`src/rtl/turn_input_cond.sv`:
```
// turn_input_cond: switch synchronizer/debouncer and blink timebase that feed
// the turn-signal sequencer.
// Optional feature macro: TURN_COND_TICK_RESYNC_EN. When it is defined, any
// change of the debounced lever levels restarts the blink phase.
module turn_input_cond #(
  parameter int DEBOUNCE_CYCLES = 500000,
  parameter int HALF_PERIOD     = 12500000
) (
  input  logic clock,
  input  logic reset,
  input  logic left_sw,
  input  logic right_sw,
  output logic left,
  output logic right,
  output logic blink_clk,
  output logic step_tick
);

  localparam int DW = $clog2(DEBOUNCE_CYCLES) + 1;
  localparam int TW = $clog2(HALF_PERIOD) + 1;
  localparam logic [DW-1:0] DCNT_MAX = DW'(DEBOUNCE_CYCLES - 1);
  localparam logic [TW-1:0] TCNT_MAX = TW'(HALF_PERIOD - 1);

  // Two-flop synchronizer chains. Only the s2 stage is used downstream.
  logic left_s1_q,  left_s1_d,  left_s2_q,  left_s2_d;
  logic right_s1_q, right_s1_d, right_s2_q, right_s2_d;

  // Debouncer state: stable output level and the disagreement counter.
  logic          left_q,       left_d;
  logic          right_q,      right_d;
  logic [DW-1:0] left_dcnt_q,  left_dcnt_d;
  logic [DW-1:0] right_dcnt_q, right_dcnt_d;

  // Timebase state.
  logic [TW-1:0] tcnt_q, tcnt_d;
  logic          blink_q, blink_d;
  logic          tick_q,  tick_d;

  // Synchronizer next state: shift each raw switch through two stages.
  // NOTE: the raw switches are asynchronous, so they only ever reach the
  // first synchronizer stage; everything else looks at s2.
  always_comb begin
    left_s1_d  = left_sw;
    left_s2_d  = left_s1_q;
    right_s1_d = right_sw;
    right_s2_d = right_s1_q;
  end

  // Debouncer next state: flip the output only after DEBOUNCE_CYCLES
  // consecutive disagreeing samples; any agreement restarts the count.
  // NOTE: every signal written here gets a default first, so no path can
  // leave a signal unassigned and infer a latch.
  always_comb begin
    left_d       = left_q;
    left_dcnt_d  = left_dcnt_q;
    right_d      = right_q;
    right_dcnt_d = right_dcnt_q;

    if (left_s2_q == left_q) begin
      left_dcnt_d = '0;
    end else if (left_dcnt_q == DCNT_MAX) begin
      left_d      = left_s2_q;
      left_dcnt_d = '0;
    end else begin
      left_dcnt_d = left_dcnt_q + 1'b1;
    end

    if (right_s2_q == right_q) begin
      right_dcnt_d = '0;
    end else if (right_dcnt_q == DCNT_MAX) begin
      right_d      = right_s2_q;
      right_dcnt_d = '0;
    end else begin
      right_dcnt_d = right_dcnt_q + 1'b1;
    end
  end

  // Timebase next state: toggle blink_clk every HALF_PERIOD cycles and
  // raise step_tick together with each rising blink_clk edge.
  always_comb begin
    tcnt_d  = tcnt_q + 1'b1;
    blink_d = blink_q;
    tick_d  = 1'b0;

    if (tcnt_q == TCNT_MAX) begin
      tcnt_d  = '0;
      blink_d = ~blink_q;
      tick_d  = ~blink_q;
    end

`ifdef TURN_COND_TICK_RESYNC_EN
    // A lever change restarts the phase, so the first step lands exactly
    // HALF_PERIOD cycles later; a tick due on this edge is dropped.
    if ((left_d != left_q) || (right_d != right_q)) begin
      tcnt_d  = '0;
      blink_d = 1'b0;
      tick_d  = 1'b0;
    end
`endif
  end

  // State registers with synchronous active-high reset.
  // NOTE: non-blocking assignments here so every flop samples the values
  // from before the edge, independent of statement order.
  always_ff @(posedge clock) begin
    if (reset) begin
      left_s1_q    <= 1'b0;
      left_s2_q    <= 1'b0;
      right_s1_q   <= 1'b0;
      right_s2_q   <= 1'b0;
      left_q       <= 1'b0;
      right_q      <= 1'b0;
      left_dcnt_q  <= '0;
      right_dcnt_q <= '0;
      tcnt_q       <= '0;
      blink_q      <= 1'b0;
      tick_q       <= 1'b0;
    end else begin
      left_s1_q    <= left_s1_d;
      left_s2_q    <= left_s2_d;
      right_s1_q   <= right_s1_d;
      right_s2_q   <= right_s2_d;
      left_q       <= left_d;
      right_q      <= right_d;
      left_dcnt_q  <= left_dcnt_d;
      right_dcnt_q <= right_dcnt_d;
      tcnt_q       <= tcnt_d;
      blink_q      <= blink_d;
      tick_q       <= tick_d;
    end
  end

  assign left      = left_q;
  assign right     = right_q;
  assign blink_clk = blink_q;
  assign step_tick = tick_q;

endmodule

```
`config.mk`:
```
export PLATFORM = sky130hd
export DESIGN_NAME = turn_input_cond
export DESIGN_NICKNAME = d
export VERILOG_FILES = /design/src/rtl/turn_input_cond.sv
export SDC_FILE = /design/constraint.sdc
export NUM_CORES = 1
export LEC_CHECK = 0
export ABC_AREA = 1
export CAP_MARGIN = 20
export CORE_AREA = 2 2 85 87
export CTS_BUF_LIST = sky130_fd_sc_hd__clkbuf_16
export CTS_CLUSTER_DIAMETER = 60
export CTS_CLUSTER_SIZE = 12
export DETAILED_ROUTE_END_ITERATION = 10
export DIE_AREA = 0 0 87 89
export PLACE_DENSITY = 0.74
export SLEW_MARGIN = 20
export SYNTH_ARGS = -nofsm -noshare
export SYNTH_HDL_FRONTEND = slang
export SYNTH_SLANG_ARGS = --single-unit
```
`constraint.sdc`:
```
create_clock -name clock -period 1.45 [get_ports clock]
set_clock_uncertainty 0.15 [all_clocks]
set_input_delay 0.3625 -clock clock [delete_from_list [all_inputs] [get_ports clock]]
set_output_delay 0.3625 -clock clock [all_outputs]
set_load 0.05 [all_outputs]
```
==> impl_metrics.env <==
export IMPL_die_w_um=87
export IMPL_placed_cell_area_um2=4452
export IMPL_final_nets=666
export IMPL_final_hold_viol_count=0
export IMPL_io_pins=8
export IMPL_drt_iter0_drc=392
export IMPL_initial_core_util_pct=54.88
export IMPL_clock_sinks=73
export IMPL_port_buffers=7
export IMPL_hold_path_startpoint="right_s1_q"
export IMPL_wl_per_cell_um=17.27
export IMPL_grt_use_total_pct=26.55
export IMPL_cp_start_kind="flip-flop"
export IMPL_drt_wl_total_mm=12.85
export IMPL_powerDensity_nw_per_um2=873.5
export IMPL_core_um2=6719
export IMPL_yosys_area_share_simple_pct=41.40
export IMPL_ir_drop_v=0.0009722
export IMPL_finalPower_mw=4.881
export IMPL_num_vias=4327
export IMPL_synth_xor_area_share_pct=7.126
export IMPL_status="complete, but fails checks"
export IMPL_fin_ws_ps=-135.6
export IMPL_syn_inst=560
export IMPL_h_tree_depth=3
export IMPL_cts_root_buf="clkbuf_16"
export IMPL_postCtsHoldBufs=0
export IMPL_drive_above_1_share_pct=42.47
export IMPL_synth_area_mux_share_pct=0
export IMPL_yosys_warnings=0
export IMPL_cp_data_required_time_ps=1520
export IMPL_num_rows=30
export IMPL_synth_area_um2=3687
export IMPL_remaining_drc_errors=0
export IMPL_worst_skew_pair_late_latency_ps=340
export IMPL_yosys_area_top_type="dfxtp_1"
export IMPL_hp_class="reg2reg"
export IMPL_endpoint_kind="flip-flop"
export IMPL_crit_fanout=8
export IMPL_yosysTopAreaCellShare_pct=39.63
export IMPL_grt_max_degree=20
export IMPL_vias_per_cell=5.816
export IMPL_cap_viol_max_count=0
export IMPL_synth_compound_area_share_pct=4.140
export IMPL_synth_nets=567
export IMPL_fin_area_um2=5588
export IMPL_fmax_ghz=0.6307
export IMPL_synthAdderAreaFrac_pct=1.018
export IMPL_ys_ff_latch=73
export IMPL_cp_startpoint="left_dcnt_q[0]"
export IMPL_antenna_found_initial=0
export IMPL_drtAntennaViolNets=0
export IMPL_fp_dieH_um=89
export IMPL_overflow=0
export IMPL_setup_tns_ps=-4553
export IMPL_diodes=0
export IMPL_slew_headroom_pct=82.32
export IMPL_ys_top_cells_by_area="dfxtp_1 40%, nand2_1 16%, nor2_1 15%"
export IMPL_largestRegisters="tcnt_q x25, left_dcnt_q x20, right_dcnt_q x20"
export IMPL_fillers=356
export IMPL_grt_pass1_wl_mm=16.22
export IMPL_fin_cells=744
export IMPL_gp_congestion=0.9148
export IMPL_r2r_start="left_dcnt_q[0]"
export IMPL_die_area_um2=7743
export IMPL_synth_cell_types=25
export IMPL_tightest_slew_ps=262.5
export IMPL_dp_hpwl_mm=6.321
export IMPL_setup_viol=67
export IMPL_dp_cells=715
export IMPL_period_needed_ps=1586
export IMPL_utilization_pct=83.17
export IMPL_slew_violations=0
export IMPL_synth_area_per_cell_um2=6.584
export IMPL_clk_pin_slew_worst_paths_ps=70
export IMPL_cts_tree="done"
export IMPL_cts_buffers=9
export IMPL_leakagePower_nw=1.913
export IMPL_post_route_period_util_pct=109.4
export IMPL_cts_buffer_depth=2
export IMPL_cp_arrival_ps=1660
export IMPL_grt_pass1_vias=3756
export IMPL_largest_register="tcnt_q"
export IMPL_setup_worst_path_class="reg2reg"
export IMPL_synth_seq_area_share_pct=39.63
export IMPL_largest_reg_flops=25
export IMPL_violations="negative setup slack"
export IMPL_first_pass_iters=7
export IMPL_synth_top_family_by_area="simple AND/OR/NAND/NOR gates"
export IMPL_rsz0062_at_grt="true"
export IMPL_area_growth_pct=51.54
Yosys cell counts:
cell type / number
a21oi_1: 25
buf_2: 2
buf_6: 3
dfxtp_1: 73
ha_1: 3
inv_1: 53
inv_2: 1
nand2_1: 154
nand2_2: 3
nand2_4: 1
nand3_1: 35
nand3_2: 2
nand3_4: 1
nand3b_1: 4
nand4_1: 5
nor2_1: 148
nor2_2: 1
nor2_4: 3
nor3_1: 1
o21ai_0: 4
o21bai_1: 1
or2_0: 4
or2_2: 3
xnor2_1: 15
xor2_1: 15
layout by cell type, fill, tap and decap left out, types with 5 or more instances in the layout:
cell type  instances
xnor2_1           15
buf_6              6
buf_12             6
xor2_1            12
nor2_4            28
nor2_2            47
buf_4             74
nand3_2           10
inv_1             47
nand4_1            5
a21oi_2           17
a21oi_1            8
nand2_2           14
nand2_1          136
nand3_1           26
inv_2              7
nor2_1            77
dfxtp_1           40
clkbuf_16         11
dfxtp_2           29
nand2_4            7
power breakdown:
| group | internal (mW) | switching, mW | total, mW |
|---|---|---|---|
| registers | 2.01 | 0.0129 | 2.03 |
| clock network | 1.84 | 0.876 | 2.72 |
| logic | 0.0648 | 0.0699 | 0.135 |
metal layers:
| layer | vias to the layer above | GRT usage, % | part of all wire, % |
|---|---|---|---|
| met4 | 0 | 11.79 | 6.2 |
| li1 | 1926 | - | - |
| met3 | 89 | 4.247 | 7.9 |
| met1 | 2012 | 30.90 | 36 |
| met5 | - | 0 | 0 |
| met2 | 300 | 48.09 | 50 |
path summary, 6_finish.rpt:
kind	endpoint	slack (ps)	depth (start not counted)
worst max-delay path	left_dcnt_q[9]	-140	9
worst min-delay path	right_s2_q	270	2
worst max register to register	left_dcnt_q[9]	-140	9
worst min register to register	right_s2_q	270	2
through the flow:
stage	setup WS, ps	hold WS, ps
2_1_floorplan	-4.608	238.3
3_3_place_gp	-195.7	243.0
3_5_place_dp	-213.9	253.3
4_1_cts	-72.07	262.3
5_1_grt	-199.2	293.5
6_report	-135.6	269.1
worst max-delay path: stages, from the launching register on:
cell and delay, ps:
dfxtp_4 370, ha_4 150, nand2_4 50, inv_2 50
nand2_2 80, nor2_2 130, nand3_2 140, nand2_4 140
buf_12 150, nor2_1 40
logic make-up (layout without fill, tap and decap cells):
group | Yosys count | after routing
AO/OA/AOI/OAI | 30 | 30
XOR/XNOR | 30 | 30
adder cells (fa/ha/maj) | 3 | 3
buffers and inverters | 59 | 162
flip-flops | 73 | 73
AND/OR/NAND/NOR | 365 | 366
layout make-up:
| class | count | area (µm²) | share of cell area [%] |
|---|---|---|---|
| inverter | 54 | 205.2 | 3.672 |
| timing repair buffer | 92 | 838.3 | 15.00 |
| clock inverter | 7 | 133.9 | 2.396 |
| sequential | 73 | 1513 | 27.07 |
| tap | 80 | 100.1 | 1.791 |
| clock buffer | 9 | 225.2 | 4.030 |
| multi-input combinational | 429 | 2572 | 46.04 |
repair_timing:
item,4_1_cts,5_1_grt
setup buffers,5,6
cloned,2,3
pin swaps,13,37
endpoints found under the hold margin,0,0
setup endpoints to repair,69,70
gates resized for setup,42,169
Power figures use the tool's default switching activity.
==> patch: new RTL, config.mk and constraints unchanged <==
The parameter `DEBOUNCE_CYCLES` goes from 500000 to 250000.
--- a/src/rtl/turn_input_cond.sv
+++ b/src/rtl/turn_input_cond.sv
@@ -4,5 +4,5 @@
 // change of the debounced lever levels restarts the blink phase.
 module turn_input_cond #(
-  parameter int DEBOUNCE_CYCLES = 500000,
+  parameter int DEBOUNCE_CYCLES = 250000,
   parameter int HALF_PERIOD     = 12500000
 ) (
Formal check against the unedited RTL: no difference found for any inputs over 10 cycles, from zero or initial values and one cycle with reset high; that may be too few to reach the edited logic, so the function may still have changed.
==> patch against the unedited design <==
The flow still finishes with violations (negative setup slack). Routed wire length decreased by 16%. Global-route usage shrank 2.0 points. Setup slack worse by 0.021 ns. Area after synthesis shrank 1.1%. Cell area fell by 6.9%. Total power is 13% lower. Sequential cell count fell by 2. Count of clock-buffer cells in the layout unchanged.
==> patch: results (changes against the unedited design) <==
setup_viol: 58  # was 67
fill_cells: 414  # was 356
tns_ns: -4.206  # was -4.553 ns
crit_fanout: 4  # was 8
ys_types: 28  # was 25
vias_per_cell: 5.319  # was 5.816
setup_slack_ns: -0.1568  # was -0.1356 ns
crit_arrival_ns: 1.73  # was 1.66 ns
grt_max_degree: 13  # was 20
dp.cells: 689  # was 715
syn-num-nets: 547  # was 567
place_area_um2: 4372  # was 4452 um^2
synth_common_cells: "nand2_1, nor2_1, dfxtp_1, inv_1, nand3_1"  # unchanged
rr_worst_depth: 8  # was 9
routed_wl_um: 10790  # was 12850 um
grt_first_pass_wirelength_um: 15060  # was 16220 um
wire_per_inst_um: 14.90  # was 17.27 um
nNetsFinal: 646  # was 666
top_regs: "tcnt_q x25, left_dcnt_q x19, right_dcnt_q x19"  # was tcnt_q x25, left_dcnt_q x20, right_dcnt_q x20
hpwl_um: 5795  # was 6321 um
seq_area_frac_synth_pct: 38.96  # was 39.63%
status: "complete, but fails checks"  # unchanged
drt_iter0_drc: 235  # was 392
ir_worst_vdd_uv: 786.8  # was 972.2 uV
violations: "negative setup slack"  # unchanged
syn_inst: 540  # was 560
==> patch: cells by family (layout without fill, tap and decap cells) <==
logic type	count (synthesis)	after routing	synth area share, %
xor gates and xnor gates	22	22	5.281
adders and majority gates	3	3	1.029
DFF	71	71	38.96
and+or+nand+nor	342	346	40.47
buffers and inverters	66	166	7.991
AOI/OAI and AO/OA	36	36	6.276
==> patch: worst paths after layout <==
check,startpoint,end,slack [ns]
worst max-delay path,left_dcnt_q[9],left_dcnt_q[18],-0.16
worst min-delay path,right_s1_q,right_s2_q,0.27
worst max register to register,left_dcnt_q[9],left_dcnt_q[18],-0.16
worst min register to register,right_s1_q,right_s2_q,0.27
==> patch: final cells by class <==
| type | count | area (um^2) | share of cell area (%) |
|---|---|---|---|
| inverter | 62 | 235.2 | 4.521 |
| tap | 80 | 100.1 | 1.924 |
| timing repair buffer | 88 | 764.5 | 14.69 |
| sequential | 71 | 1446 | 27.80 |
| clock buffer | 9 | 225.2 | 4.329 |
| multi-input combinational | 407 | 2375 | 45.65 |
| clock inverter | 7 | 56.30 | 1.082 |
==> patch: timing repair <==
| action | 4_1_cts | 5_1_grt |
|---|---|---|
| gates resized for setup | 24 | 85 |
| cloned | 4 | 0 |
| endpoints found under the setup margin | 62 | 66 |
| pin swaps | 16 | 24 |
| setup buffers | 5 | 10 |
==> patch: metrics by stage <==
stage	power (W)	setup slack [ns]	hold slack, ns
after floorplan	0.002091	-0.03265	0.2383
after global placement	0.002115	-0.3304	0.2415
after detailed placement	0.002119	-0.3742	0.2585
after CTS	0.004227	-0.07277	0.2619
after global routing	0.004333	-0.2487	0.2854
final	0.004241	-0.1568	0.2749
==> patch: routing by layer <==
layer	wire length, um	up-vias	track usage, %	share of wire (%)
li1	-	1874	-	-
met2	5535	137	44.48	51
met3	523	55	6.002	4.8
met4	467	0	10.65	4.3
met1	4265	1785	27.34	40
met5	0	-	0	0
==> patch: power by group through the flow <==
stage | registers [W] | clock network (W) | logic (W)
after CTS | 0.00198 | 0.00213 | 0.000118
after detailed placement | 0.00202 | 0 | 0.0000993
final | 0.00198 | 0.00213 | 0.000131
after global routing | 0.00198 | 0.00221 | 0.000143
after floorplan | 0.00202 | 0 | 0.0000701
after global placement | 0.00202 | 0 | 0.0000957
==> patch: tightest hold or removal path, cell delays in order, from the launching register on <==
cell and delay [ns]:
dfxtp_1 0.30, inv_1 0.05, nor2_1 0.04
